`src/rtl/score_flash_seq.sv`:
```
// Flash sequencer for the seven-segment display path: blanks the selected digits
// off/on FLASHES times, pacing each phase with an external FlashTimer.
module score_flash_seq #(
    parameter int FLASHES = 3,
    parameter int DIGITS  = 4
) (
    input  logic              CLK_50MHZ,
    input  logic              RST,
    input  logic              trigger,
    input  logic [DIGITS-1:0] digit_mask,
    output logic              timer_start,
    input  logic              timer_done,
    output logic [DIGITS-1:0] blank,
    output logic              busy
);

    typedef enum logic [2:0] {
        ST_IDLE,
        ST_OFF_START,
        ST_OFF_WAIT,
        ST_ON_START,
        ST_ON_WAIT
    } state_e;

    localparam logic [3:0] LAST_FLASH = 4'(FLASHES - 1);

    state_e            state_q, state_d;
    logic [DIGITS-1:0] mask_q, mask_d;
    logic [3:0]        flash_cnt_q, flash_cnt_d;
    logic              pend_q, pend_d;
    logic [DIGITS-1:0] pend_mask_q, pend_mask_d;
    logic              timer_start_q, timer_start_d;
    logic [DIGITS-1:0] blank_q, blank_d;
    logic              busy_q, busy_d;
    logic              trig_ok;

    always_comb begin
        // NOTE: every signal gets a default before the case so no path leaves it unassigned (no latches).
        state_d     = state_q;
        mask_d      = mask_q;
        flash_cnt_d = flash_cnt_q;
        pend_d      = pend_q;
        pend_mask_d = pend_mask_q;
        trig_ok     = trigger && (digit_mask != '0);

        // A retrigger while busy only queues; the last one wins.
        if (state_q != ST_IDLE && trig_ok) begin
            pend_d      = 1'b1;
            pend_mask_d = digit_mask;
        end

        unique case (state_q)
            ST_IDLE: begin
                if (trig_ok) begin
                    mask_d      = digit_mask;
                    flash_cnt_d = '0;
                    state_d     = ST_OFF_START;
                end
            end
            ST_OFF_START: state_d = ST_OFF_WAIT;
            ST_OFF_WAIT: begin
                if (timer_done) state_d = ST_ON_START;
            end
            ST_ON_START: state_d = ST_ON_WAIT;
            ST_ON_WAIT: begin
                if (timer_done) begin
                    if (flash_cnt_q < LAST_FLASH) begin
                        flash_cnt_d = flash_cnt_q + 4'd1;
                        state_d     = ST_OFF_START;
                    end else if (pend_d) begin
                        // pend_d already folds in a trigger arriving on this very cycle.
                        mask_d      = pend_mask_d;
                        pend_d      = 1'b0;
                        flash_cnt_d = '0;
                        state_d     = ST_OFF_START;
                    end else begin
                        state_d = ST_IDLE;
                    end
                end
            end
            default: state_d = ST_IDLE;
        endcase

        // Outputs are derived from the next state so they can be registered with no lag.
        timer_start_d = (state_d == ST_OFF_START) || (state_d == ST_ON_START);
        blank_d       = ((state_d == ST_OFF_START) || (state_d == ST_OFF_WAIT)) ? mask_d : '0;
        busy_d        = (state_d != ST_IDLE);
    end

    always_ff @(posedge CLK_50MHZ or negedge RST) begin
        if (!RST) begin
            state_q       <= ST_IDLE;
            mask_q        <= '0;
            flash_cnt_q   <= '0;
            pend_q        <= 1'b0;
            pend_mask_q   <= '0;
            timer_start_q <= 1'b0;
            blank_q       <= '0;
            busy_q        <= 1'b0;
        end else begin
            // NOTE: non-blocking assignments so every flop samples the pre-edge values.
            state_q       <= state_d;
            mask_q        <= mask_d;
            flash_cnt_q   <= flash_cnt_d;
            pend_q        <= pend_d;
            pend_mask_q   <= pend_mask_d;
            timer_start_q <= timer_start_d;
            blank_q       <= blank_d;
            busy_q        <= busy_d;
        end
    end

    assign timer_start = timer_start_q;
    assign blank       = blank_q;
    assign busy        = busy_q;

endmodule

```
`config.mk`:
```
export PLATFORM = sky130hd
export DESIGN_NAME = score_flash_seq
export DESIGN_NICKNAME = d
export VERILOG_FILES = /design/src/rtl/score_flash_seq.sv
export SDC_FILE = /design/constraint.sdc
export NUM_CORES = 1
export LEC_CHECK = 0
export BUFFER_PORTS_ARGS = -buffer_cell sky130_fd_sc_hd__buf_2
export CAP_MARGIN = 20
export CORE_MARGIN = 5
export CORE_UTILIZATION = 45
export DETAILED_ROUTE_END_ITERATION = 7
export PLACE_DENSITY = 0.69
export SETUP_SLACK_MARGIN = 0.05
export SYNTH_ARGS = -nofsm -noshare
export SYNTH_HDL_FRONTEND = slang
export SYNTH_SLANG_ARGS = --single-unit
export TNS_END_PERCENT = 50
```
`constraint.sdc`:
```
create_clock -name CLK_50MHZ -period 1.8 [get_ports CLK_50MHZ]
set_input_delay 0.18 -clock CLK_50MHZ [delete_from_list [all_inputs] [get_ports CLK_50MHZ]]
set_output_delay 0.18 -clock CLK_50MHZ [all_outputs]
set_load 0.01 [all_outputs]
```
======== After elaboration in Yosys (flattened, before gate mapping) ========
Cells that the tools add are included.
storage, ports and cells
  output and inout bits ................... 6
  input port bits ......................... 8
  flip-flop bits (word level) ............. 22
  word-level logic and storage cells ...... 52
operators by class
  add/subtract/negate cells ............... 1
  muxes and demuxes ....................... 22
  order comparisons ....................... 1
  reductions and logical operators ........ 10
  eq/ne operators ......................... 10
operators by type and width
  cell                   number
  $mux W4                10
  $pmux W4 S2            2
  $pmux W3 S5            1
  $eq A3 B2 Y1 const B   4
  $mux W3                3
  $eq A3 B1 Y1 const B   2
  $mux W1                6
  $reduce_bool A3 Y1     2
  $add A4 B1 Y4 const B  1
  $lt A4 B2 Y1 const B   1
  $ne A2 B2 Y1 const B   2
  $reduce_and A4 Y1      1
  $reduce_bool A4 Y1     1
  $eq A3 B3 Y1 const B   1
  $logic_not A3 Y1       1
  $ne A3 B3 Y1 const B   1
  $logic_and A1 B1 Y1    2
  $logic_or A1 B1 Y1     2
  $reduce_bool A2 Y1     1

======== Logic depth before layout (Yosys ltp) ========
Gate-level depths: netlist (run 1).
  depth in word-level cells ............... 11
  depth in mapped cells ................... 6
  mapped depth without buffers ............ 4

======== Worst setup path before layout (run 1) ========
Ideal clock, no wire load.
  path kind ............................... reg2reg
  start point ............................. reg state_q[0]
  end point ............................... reg blank_q[2], in the netlist blank[2]
  setup slack ............................. 244 ps
  data required time ...................... 1,659 ps
  arrival time ............................ 1,415 ps
  library setup time ...................... 141 ps
  cell stages (with the launch flop) ...... 7
  clock period less this slack ............ 1,556 ps
  path through ............................ dfrtp_1 > buf_6 > or3_1 > buf_2 > and3_1 > o21ai_1 > a32oi_1
between the ends
  longest elaborated chain between the ends .. 10
  elaborated cells on any way between the ends .. 23
ends and longest elaborated chain
  what                                          RTL line  RTL
  start: declaration                            27        state_e state_q, state_d;
  start signal: assignment                      102       state_q <= state_d;
  $reduce_bool A3 Y1                            47        if (state_q != ST_IDLE && trig_ok) begin
  $logic_and A1 B1 Y1                           47
  $mux W1                                       47
  $mux W1                                       70        end else if (pend_d) begin
  $mux W1                                       67        if (flash_cnt_q < LAST_FLASH) begin
  $mux W3                                       66        if (timer_done) begin
  $pmux W3 S5                                   52        unique case (state_q)
  $eq A3 B1 Y1 or $eq A3 B2 Y1 (tied branches)  86        blank_d = ((state_d == ST_OFF_START) || (state_d == ST_OFF_WAIT)) ? mask_d : '0;
  $logic_or A1 B1 Y1                            86
  $mux W4 (*)                                   86
  named net blank_d[2]                          33        logic [DIGITS-1:0] blank_q, blank_d;
  end signal: assignment                        108       blank_q <= blank_d;
  end: declaration                              33
Mark *: on every way through the listed nets, which the timed path passes. The rest lies on a longest branch.
A chain may end at the register's enable or synchronous reset.

======== Final worst setup path (run 1) ========
  start point ............................. reg state_q[0]
  end point ............................... reg blank_q[3], in the netlist blank[3]
The elaborated chain is that of the path after synthesis.

==> results of run 1 <==
[report_power, final]
part	internal (mW)	leakage, nW	switching, mW	total [mW]
Sequential	0.672	0.276	0.0980	0.770
Combinational	0.379	0.283	0.457	0.837
Clock	0.123	0.0210	0.143	0.266
Total	1.17	0.580	0.699	1.87
[per-stage QoR]
step / utilization (%) / total power, mW / hold WS [ps]
after floorplan: - / 1.36 / -116
after global placement: 50.1 / 1.57 / 161
after detailed placement: 50.1 / 1.60 / 165
after CTS: 52.0 / 1.87 / 149
after global routing: 52.3 / 2.03 / 139
final: 52.3 / 1.87 / 152
[routing by layer]
layer | GRT usage (%) | up-vias
li1 | - | 431
met1 | 18.6 | 407
met2 | 22.2 | 20
met3 | 3.67 | 8
met4 | 6.96 | 0
met5 | 0 | -
[logic make-up (layout without fill, tap and decap cells)]
group,after synthesis,count (layout)
xor gates and xnor gates,1,1
and+or+nand+nor,39,39
AOI/OAI and AO/OA,33,33
buffers and inverters,9,26
DFF,22,22
adders and majority gates,1,1
muxes,3,3
[final cells by class]
type                    count  area (um^2)
fillers                   220         1160
flip-flops and latches     22          552
multi-input cells          77          522
repair buffers             19          113
well taps                  30         37.5
clock buffers               4         36.3
inverters                   3         11.3
[path summary, 6_finish.rpt]
kind,slack [ps],end,from
min,150,state_q[2]$_DFF_PN0_,timer_done
min in group asynchronous,350,mask_q[0]$_DFF_PN0_,RST
min reg2reg,510,flash_cnt_q[0]$_DFFE_PN0P_,flash_cnt_q[0]$_DFFE_PN0P_
max in group asynchronous,1110,state_q[2]$_DFF_PN0_,RST
max reg2reg,180,blank[3]$_DFF_PN0_,state_q[0]$_DFF_PN0_
max,180,blank[3]$_DFF_PN0_,state_q[0]$_DFF_PN0_
[what timing repair did]
action                                 CTS  global route
setup endpoints to repair                0             1
endpoints found under the hold margin   22             0
hold buffers                             1             0
resized for setup                        0             2
[critical path, stage by stage, from the launching register on]
cell      delay [ps]
dfrtp_1          460
or3b_4           460
a211oi_4         240
o21ai_1          150
a32oi_1          240
[sequential cells by signal, indices dropped and copies added, names as in the netlist]
register,count
busy,1
blank,4
mask_q,4
flash_cnt_q,4
state_q,3
pend_q,1
pend_mask_q,4
timer_start,1
[synthesized netlist by cell type (all sizes together), types with 3 or more instances]
| master | instances |
|---|---|
| dfrtp | 22 |
| o21ai | 11 |
| nand3 | 9 |
| buf | 5 |
| nand2 | 5 |
| a21boi | 4 |
| a21oi | 4 |
| a32oi | 4 |
| and3 | 4 |
| nor2 | 4 |
| nor2b | 4 |
| or2 | 4 |
| inv | 3 |
| mux2i | 3 |
==> flow_summary_export.csv, run 1 <==
group,metric,value,unit
cts,htreeDepth,1,
critical_path,end_kind,"flop",
synthesis,postSynth.asyncResetShare,100,%
synthesis,syn_inst,108,
hold_path,hold_class,"in -> reg",
cells_and_area,drive_above_1_share,22.4,%
synthesis,syn-num-nets,117,
global_routing,grt_pass1_wl,3880,um
sta,finClkSkew,1.21,ps
power,powerDensity,1470,mW/mm^2
floorplanning,start_util,45.8,%
hold_path,hold_depth,2,
floorplanning,die_area,0.00357,mm^2
synthesis,synth-seq-cells,22,
placed_design,io_buffers,13,
cts,clk_latency,300,ps
global_routing,antenna_found_initial,0,
routing,drt_iter0_drc,24,
synthesis,syn_area_per_cell,10.3,um^2
routing,drtPass1Iterations,4,
synthesis,yosys_most_used_dff,"dfrtp_1",
power,vdd_drop_max,865,uV
sta,rsz0062_at_grt,"false",
cells_and_area,nets,135,
sta,min_period,1620,ps
synthesis,synth_edf_count,0,
routing,wl_met2,1060,um
synthesis,ys_seq_area_share,49.4,%
sta,max_slew_margin,62.7,%
cts,cts.sink_count,22,
placed_design,dp_hpwl,1790,um
critical_path,path_max_fanout,6,
placed_design,placed_cells,150,
synthesis,yosysWarnings,0,
cts,post_cts_buffers,0,
cells_and_area,final_cells,155,
synthesis,synthXorXnorAreaFrac,0.787,%
synthesis,synthAdderAreaFrac,1.12,%
floorplanning,io_pins,14,
critical_path,critPathLaunchType,"flop",
routing,wire_per_inst,14.5,um
cells_and_area,syn_to_final_growth,14.2,%
sta,fmax,0.616,GHz
global_routing,grt_max_degree,23,
cells_and_area,final_cell_mix,"dfrtp_1, buf_2, nand3_1",
cts,clk_root_buffer_cell,"clkbuf_4",
cts,cts_tree,"built",
routing,vias,866,
sta,fin_crit_sh,90.2,%
synthesis,synth_top_area_cell,"dfrtp_1",
sta,layout_setup_ws,177,ps
synthesis,synth_compound_area_share,22.0,%
critical_path,arrival,1840,ps
routing,route.layer.met1.wl,1020,um
floorplanning,die-width,59.7,um
cells_and_area,antenna_cells,0,
routing,top_layer,"met4",
sta,finalHoldViolations,0,
routing,viasPerCell,5.59,
sta,slew_violations,0,
routing,ant_nets,0,
floorplanning,placementRows,18,
critical_path,reg2regPathDepth,4,
critical_path,worstPathRequired,2020,ps
cells_and_area,design_area,0.00127,mm^2
synthesis,synthMuxAreaShare,2.70,%
synthesis,synth_top_family_by_area,"compound AO/OA/AOI/OAI gates",
sta,worstMarginPinSlew,554,ps
cts,cts_buffer_depth,2,
global_routing,grt_usage,14.4,%
synthesis,synth_area,0.00111,mm^2
outcome,status,"completed",
synthesis,synth_top_area_share,49.4,%
global_routing,grt_pass1_vias,867,
flow_run,maxCapViolations,0,
synthesis,ys_top_cells_by_area,"dfrtp_1, nand3_1, a32oi_1",
sta,fin_tns_setup,0,ps
cts,cts_buffers,3,
routing,drc_errors,0,
critical_path,critPathKind,"reg -> reg",
cts,clk_pin_slew,120,ps
placed_design,place_congestion,0.867,
global_routing,grt_overflow_total,0,
floorplanning,die_height,59.7,um
cells_and_area,mostFrequentLayoutCell,"dfrtp_1",
sta,setup_violations,0,
power,p_leak,0.580,nW
synthesis,synthSimpleGateAreaFrac,19.8,%
routing,wl_met3,117,um
placed_design,detailedPlace.worstSlack,141,ps
routing,finalWirelength,2250,um
floorplanning,coreArea,0.00243,mm^2
synthesis,synth.distinct_cells,36,
placed_design,placed_area,0.00122,mm^2
(Power assumes the default switching activity.)
==> run 2: changes to the inputs <==
--- a/config.mk
+++ b/config.mk
@@ -10,6 +10,7 @@
 export CORE_MARGIN = 5
 export CORE_UTILIZATION = 45
 export DETAILED_ROUTE_END_ITERATION = 7
+export HOLD_SLACK_MARGIN = 0.08
 export PLACE_DENSITY = 0.69
 export SETUP_SLACK_MARGIN = 0.05
 export SYNTH_ARGS = -nofsm -noshare
==> constraint.sdc (replaced) <==
create_clock -name CLK_50MHZ -period 1.7 [get_ports CLK_50MHZ]
set_input_delay 0.17 -clock CLK_50MHZ [delete_from_list [all_inputs] [get_ports CLK_50MHZ]]
set_output_delay 0.17 -clock CLK_50MHZ [all_outputs]
set_load 0.01 [all_outputs]
==> run 2 against run 1 <==
Against the previous run:
- clock power is 16% lower
- sequential power is 4.4% higher
- sequential share of layout area is 0.17 points lower
- via count is 1.7% higher
- clock skew is 0.54 ps higher
- largest cell class unchanged
- design area is 0.39% higher
- combinational power is 7.5% higher
- first-iteration DRC count is 42% lower
- non-clock buffer count is 2 higher
- highest routed layer unchanged
==> flow_summary_export.csv, run 2 (same netlist as run 1, synthesis figures left out) <==
group,metric,value,unit
cells_and_area,syn_to_final_growth,14.6,%
sta,rsz0062_at_grt,"true",
global_routing,grt_overflow_total,0,
floorplanning,die_height,59.7,um
placed_design,dp_hpwl,1670,um
sta,slew_violations,0,
placed_design,io_buffers,13,
global_routing,antenna_found_initial,0,
floorplanning,die-width,59.7,um
cts,cts_buffers,3,
cells_and_area,antenna_cells,0,
hold_path,hp-start,"timer_done",
power,vdd_drop_max,769,uV
cells_and_area,final_cell_mix,"dfrtp_1, buf_2, nand3_1",
flow_run,maxCapViolations,0,
global_routing,grt_max_degree,23,
critical_path,critPathLaunchType,"flop",
outcome,status,"completed",
floorplanning,start_util,45.8,%
power,powerDensity,1510,mW/mm^2
cells_and_area,seq_area,552,um^2
hold_path,hold_class,"in -> reg",
sta,fmax,0.623,GHz
cts,clk_latency,300,ps
placed_design,place_congestion,0.805,
sta,finClkSkew,1.75,ps
routing,viasPerCell,5.65,
floorplanning,placementRows,18,
critical_path,worstPathRequired,1910,ps
hold_path,hold_depth,2,
cells_and_area,num-fill-cells,239,
cts,cts_tree,"built",
sta,setup_violations,0,
routing,vias,881,
sta,fin_crit_sh,94.4,%
cells_and_area,nets,137,
cts,post_cts_buffers,0,
critical_path,slowest_stage,"dfrtp_2",
cells_and_area,final_cells,156,
floorplanning,coreArea,0.00243,mm^2
critical_path,critPathKind,"reg -> reg",
global_routing,grt_pass1_vias,851,
routing,wire_per_inst,14.1,um
routing,ant_nets,0,
critical_path,timing.rr.start,"state_q[0]$_DFF_PN0_",
sta,fin_tns_setup,0,ps
floorplanning,io_pins,14,
floorplanning,die_area,0.00357,mm^2
critical_path,cp-startpoint,"state_q[0]$_DFF_PN0_",
placed_design,placed_cells,152,
critical_path,end_kind,"flop",
sta,finalHoldViolations,0,
sta,worstMarginPinSlew,492,ps
cts,clk_root_buffer_cell,"clkbuf_4",
routing,finalWirelength,2200,um
cts,htreeDepth,1,
sta,min_period,1600,ps
critical_path,cp_cell_sequence,"or3b_4 > a211oi_4 > o21ai_1 > a32oi_1",
cts,cts.sink_count,22,
critical_path,rrSetupSlack,100,ps
cts,cts_buffer_depth,2,
critical_path,path_max_fanout,7,
routing,drt_iter0_drc,14,
routing,drc_errors,0,
cells_and_area,multi_input_area,526,um^2
global_routing,grt_pass1_wl,3800,um
sta,max_slew_margin,67.2,%
critical_path,arrival,1820,ps
critical_path,reg2regPathDepth,4,
critical_path,slowest_delay,470,ps
global_routing,grt_usage,14.3,%
critical_path,worst_r2r_endpoint,"blank[0]$_DFF_PN0_",
critical_path,crit_end,"blank[0]$_DFF_PN0_",
cells_and_area,mostFrequentLayoutCell,"dfrtp_1",
routing,drtPass1Iterations,4,
power,p_leak,0.583,nW
cells_and_area,drive_above_1_share,23.8,%
cts,clk_pin_slew,110,ps
-- run 2: cell count changes in the layout (fill, tap and decap cells not counted), sizes merged --
cell,before,now
buf,18,20
clkbuf,4,3
-- run 2: power by group --
group          total, mW  internal (mW)  switching, mW
clock network      0.224         0.0825          0.142
registers          0.804          0.711         0.0928
logic              0.900          0.416          0.484
-- run 2: layout make-up --
type | instances | area share (%)
sequential | 22 | 43.2
clock buffer | 3 | 1.76
timing repair buffer | 21 | 10.0
inverter | 3 | 0.882
tap | 30 | 2.94
multi-input combinational | 77 | 41.2
-- run 2: repair_timing --
action / CTS / global route
gates resized for setup: 1 / 3
hold endpoints to repair: 22 / 0
pin swaps: 0 / 1
hold buffers: 1 / 0
endpoints found under the setup margin: 2 / 3
-- run 2: worst min path at each step --
stage	to	slack [ps]
2_1_floorplan	blank[0]$_DFF_PN0_	-130
3_3_place_gp	mask_q[2]$_DFF_PN0_	150
3_5_place_dp	blank[0]$_DFF_PN0_	150
4_1_cts	state_q[2]$_DFF_PN0_	140
5_1_grt	state_q[2]$_DFF_PN0_	150
6_report	state_q[2]$_DFF_PN0_	150
-- run 2: stage by stage --
stage / setup WS [ps] / instance area [um^2] / util, % / total power, mW / hold WS [ps]
floorplan: 144 / 1110 / - / 1.44 / -126
global placement: 70.2 / 1230 / 50.7 / 1.67 / 149
detailed placement: 51.5 / 1230 / 50.7 / 1.69 / 153
CTS: 96.5 / 1270 / 52.3 / 1.93 / 136
global route: 15.0 / 1280 / 52.5 / 2.10 / 152
finish: 95.5 / 1280 / 52.5 / 1.93 / 149
-- run 2: critical path: cells and delay by family, from the launching register on --
family / cells / cell delay, ps
simple gates: 1 / 450
compound gates: 3 / 600
flops: 1 / 470
-- run 2: routing by layer --
layer / routed length, um / vias up / track usage [%]
li1: - / 441 / -
met1: 1030 / 417 / 19.1
met2: 1040 / 19 / 22.2
met3: 101 / 4 / 2.59
met4: 33 / 0 / 6.65
met5: 0 / - / 0
==> run 3: changes to the inputs <==
--- a/config.mk
+++ b/config.mk
@@ -11,7 +11,7 @@
 export CORE_UTILIZATION = 45
 export DETAILED_ROUTE_END_ITERATION = 7
 export HOLD_SLACK_MARGIN = 0.08
-export PLACE_DENSITY = 0.69
+export PLACE_DENSITY = 0.72
 export SETUP_SLACK_MARGIN = 0.05
 export SYNTH_ARGS = -nofsm -noshare
 export SYNTH_HDL_FRONTEND = slang
==> constraint.sdc (replaced) <==
create_clock -name CLK_50MHZ -period 1.4 [get_ports CLK_50MHZ]
set_input_delay 0.14 -clock CLK_50MHZ [delete_from_list [all_inputs] [get_ports CLK_50MHZ]]
set_output_delay 0.14 -clock CLK_50MHZ [all_outputs]
set_load 0.01 [all_outputs]
==> run 3 against run 2 <==
Against the previous run:
- the run now ends with setup timing left
- combinational power up 53%
- wire length is 18% higher
- hold slack worse by 52 ps
- clock power increased by 32%
- sequential cell count unchanged
- clock-buffer cell count is the same
- final cell count is 10% higher
- sequential power increased by 21%
- non-clock buffer count is 16 higher
- die area is the same
- register-to-register slack worse by 270 ps
==> flow_summary_export.csv, run 3 (same netlist as run 1, synthesis figures left out) <==
group,metric,value,unit
outcome,status,"complete, but fails checks",
outcome,violations,"setup timing",
power,p_total,2.65,mW
floorplanning,start_util,45.8,%
floorplanning,coreArea,0.00243,mm^2
cells_and_area,design_area,0.00145,mm^2
sta,fin_crit_sh,112,%
sta,max_slew_margin,68.2,%
cells_and_area,syn_to_final_growth,30.2,%
routing,vias,951,
placed_design,detailedPlace.worstSlack,-177,ps
placed_design,io_buffers,13,
power,powerDensity,1830,mW/mm^2
routing,finalWirelength,2590,um
global_routing,antenna_found_initial,0,
floorplanning,die-width,59.7,um
sta,slew_violations,0,
sta,rsz0062_at_grt,"true",
routing,drc_errors,0,
floorplanning,placementRows,18,
cells_and_area,drive_above_1_share,39.4,%
cells_and_area,final_cells,172,
placed_design,dp_hpwl,1950,um
placed_design,placed_area,0.00137,mm^2
cts,cts_buffers,3,
critical_path,worstPathRequired,1630,ps
cts,clk_pin_slew,120,ps
critical_path,reg2regPathDepth,4,
flow_run,maxCapViolations,0,
cells_and_area,postLayoutCoreUtil,59.6,%
routing,drt_iter0_drc,21,
floorplanning,io_pins,14,
sta,layout_setup_ws,-169,ps
critical_path,critPathKind,"reg -> reg",
cells_and_area,mostFrequentLayoutCell,"buf_4",
sta,min_period,1570,ps
routing,wire_per_inst,15.1,um
power,vdd_drop_max,984,uV
cts,clk_root_buffer_cell,"clkbuf_4",
critical_path,cp-startpoint,"state_q[2]$_DFF_PN0_",
sta,worstMarginPinSlew,476,ps
floorplanning,die_height,59.7,um
sta,fin_tns_setup,-1010,ps
cts,htreeDepth,1,
placed_design,place_congestion,0.878,
critical_path,crit_end,"blank[3]$_DFF_PN0_",
hold_path,hold_class,"in -> reg",
critical_path,rrSetupSlack,-170,ps
critical_path,critPathLaunchType,"flop",
placed_design,placed_cells,167,
global_routing,grt_max_degree,23,
critical_path,worst_r2r_endpoint,"blank[3]$_DFF_PN0_",
cts,clk_latency,320,ps
critical_path,timing.rr.start,"state_q[2]$_DFF_PN0_",
critical_path,arrival,1800,ps
sta,fmax,0.637,GHz
routing,viasPerCell,5.53,
routing,drtPass1Iterations,4,
power,p_leak,0.663,nW
critical_path,end_kind,"flop",
cts,cts_tree,"built",
global_routing,grt_overflow_total,0,
cells_and_area,nets,153,
sta,setup_violations,12,
cells_and_area,final_cell_mix,"buf_4, dfrtp_1, buf_2",
floorplanning,die_area,0.00357,mm^2
global_routing,grt_pass1_vias,900,
sta,hold_slack,97.0,ps
global_routing,grt_pass1_wl,4230,um
sta,finalHoldViolations,0,
cells_and_area,antenna_cells,0,
critical_path,path_max_fanout,8,
global_routing,grt_usage,16.3,%
sta,finClkSkew,13.5,ps
routing,ant_nets,0,
cts,cts.sink_count,22,
cts,cts_buffer_depth,2,
==> run 3: cell types whose count changed in the layout (fill, tap and decap cells not counted), moves of 2 or more <==
cell,before,now
and3_1,4,0
and3_4,0,4
buf_4,7,22
nor2_1,4,2
nor2_2,0,2
==> run 3: layer usage <==
layer  global-route usage [%]  part of all wire [%]
met2                     26.7                    48
met4                     7.59                   2.0
met1                     20.6                    45
met5                        0                     0
met3                     3.24                   4.9
==> run 3: how the worst min path moves through the flow <==
stage	start	endpoint	cells past startpoint	slack, ps
6_report	timer_done	state_q[2]$_DFF_PN0_	2	100
3_3_place_gp	RST	blank[1]$_DFF_PN0_	1	120
3_5_place_dp	RST	blank[1]$_DFF_PN0_	1	140
5_1_grt	timer_done	state_q[2]$_DFF_PN0_	2	100
2_1_floorplan	RST	blank[0]$_DFF_PN0_	0	-160
4_1_cts	timer_done	state_q[2]$_DFF_PN0_	2	100
==> run 3: area by class of cell <==
| class | count | area, um^2 |
|---|---|---|
| Inverter | 3 | 11.3 |
| Timing Repair Buffer | 37 | 251 |
| Multi-Input combinational cell | 77 | 576 |
| Fill cell | 196 | 982 |
| Tap cell | 30 | 37.5 |
| Sequential cell | 22 | 552 |
| Clock buffer | 3 | 22.5 |
==> run 3: repair_timing <==
item                                    in CTS  in global routing
hold buffers                                 1                  0
gates cloned                                 0                  0
pin swaps                                    8                  4
resized for setup                            5                  7
buffers inserted                             0                  1
endpoints found under the setup margin      16                 18
endpoints found under the hold margin       22                  0
==> run 3: where the power goes <==
part           internal, mW  total, mW  switching (mW)
combinational         0.695       1.38           0.686
clock                 0.101      0.295           0.194
sequential            0.864      0.973           0.109
total                  1.66       2.65           0.988
==> run 3: worst max-delay path, stage by stage, from the launching register on <==
cell and delay (ps):
dfrtp_2 450, or3b_4 420, a211oi_4 240, o21ai_1 150, a32oi_1 210
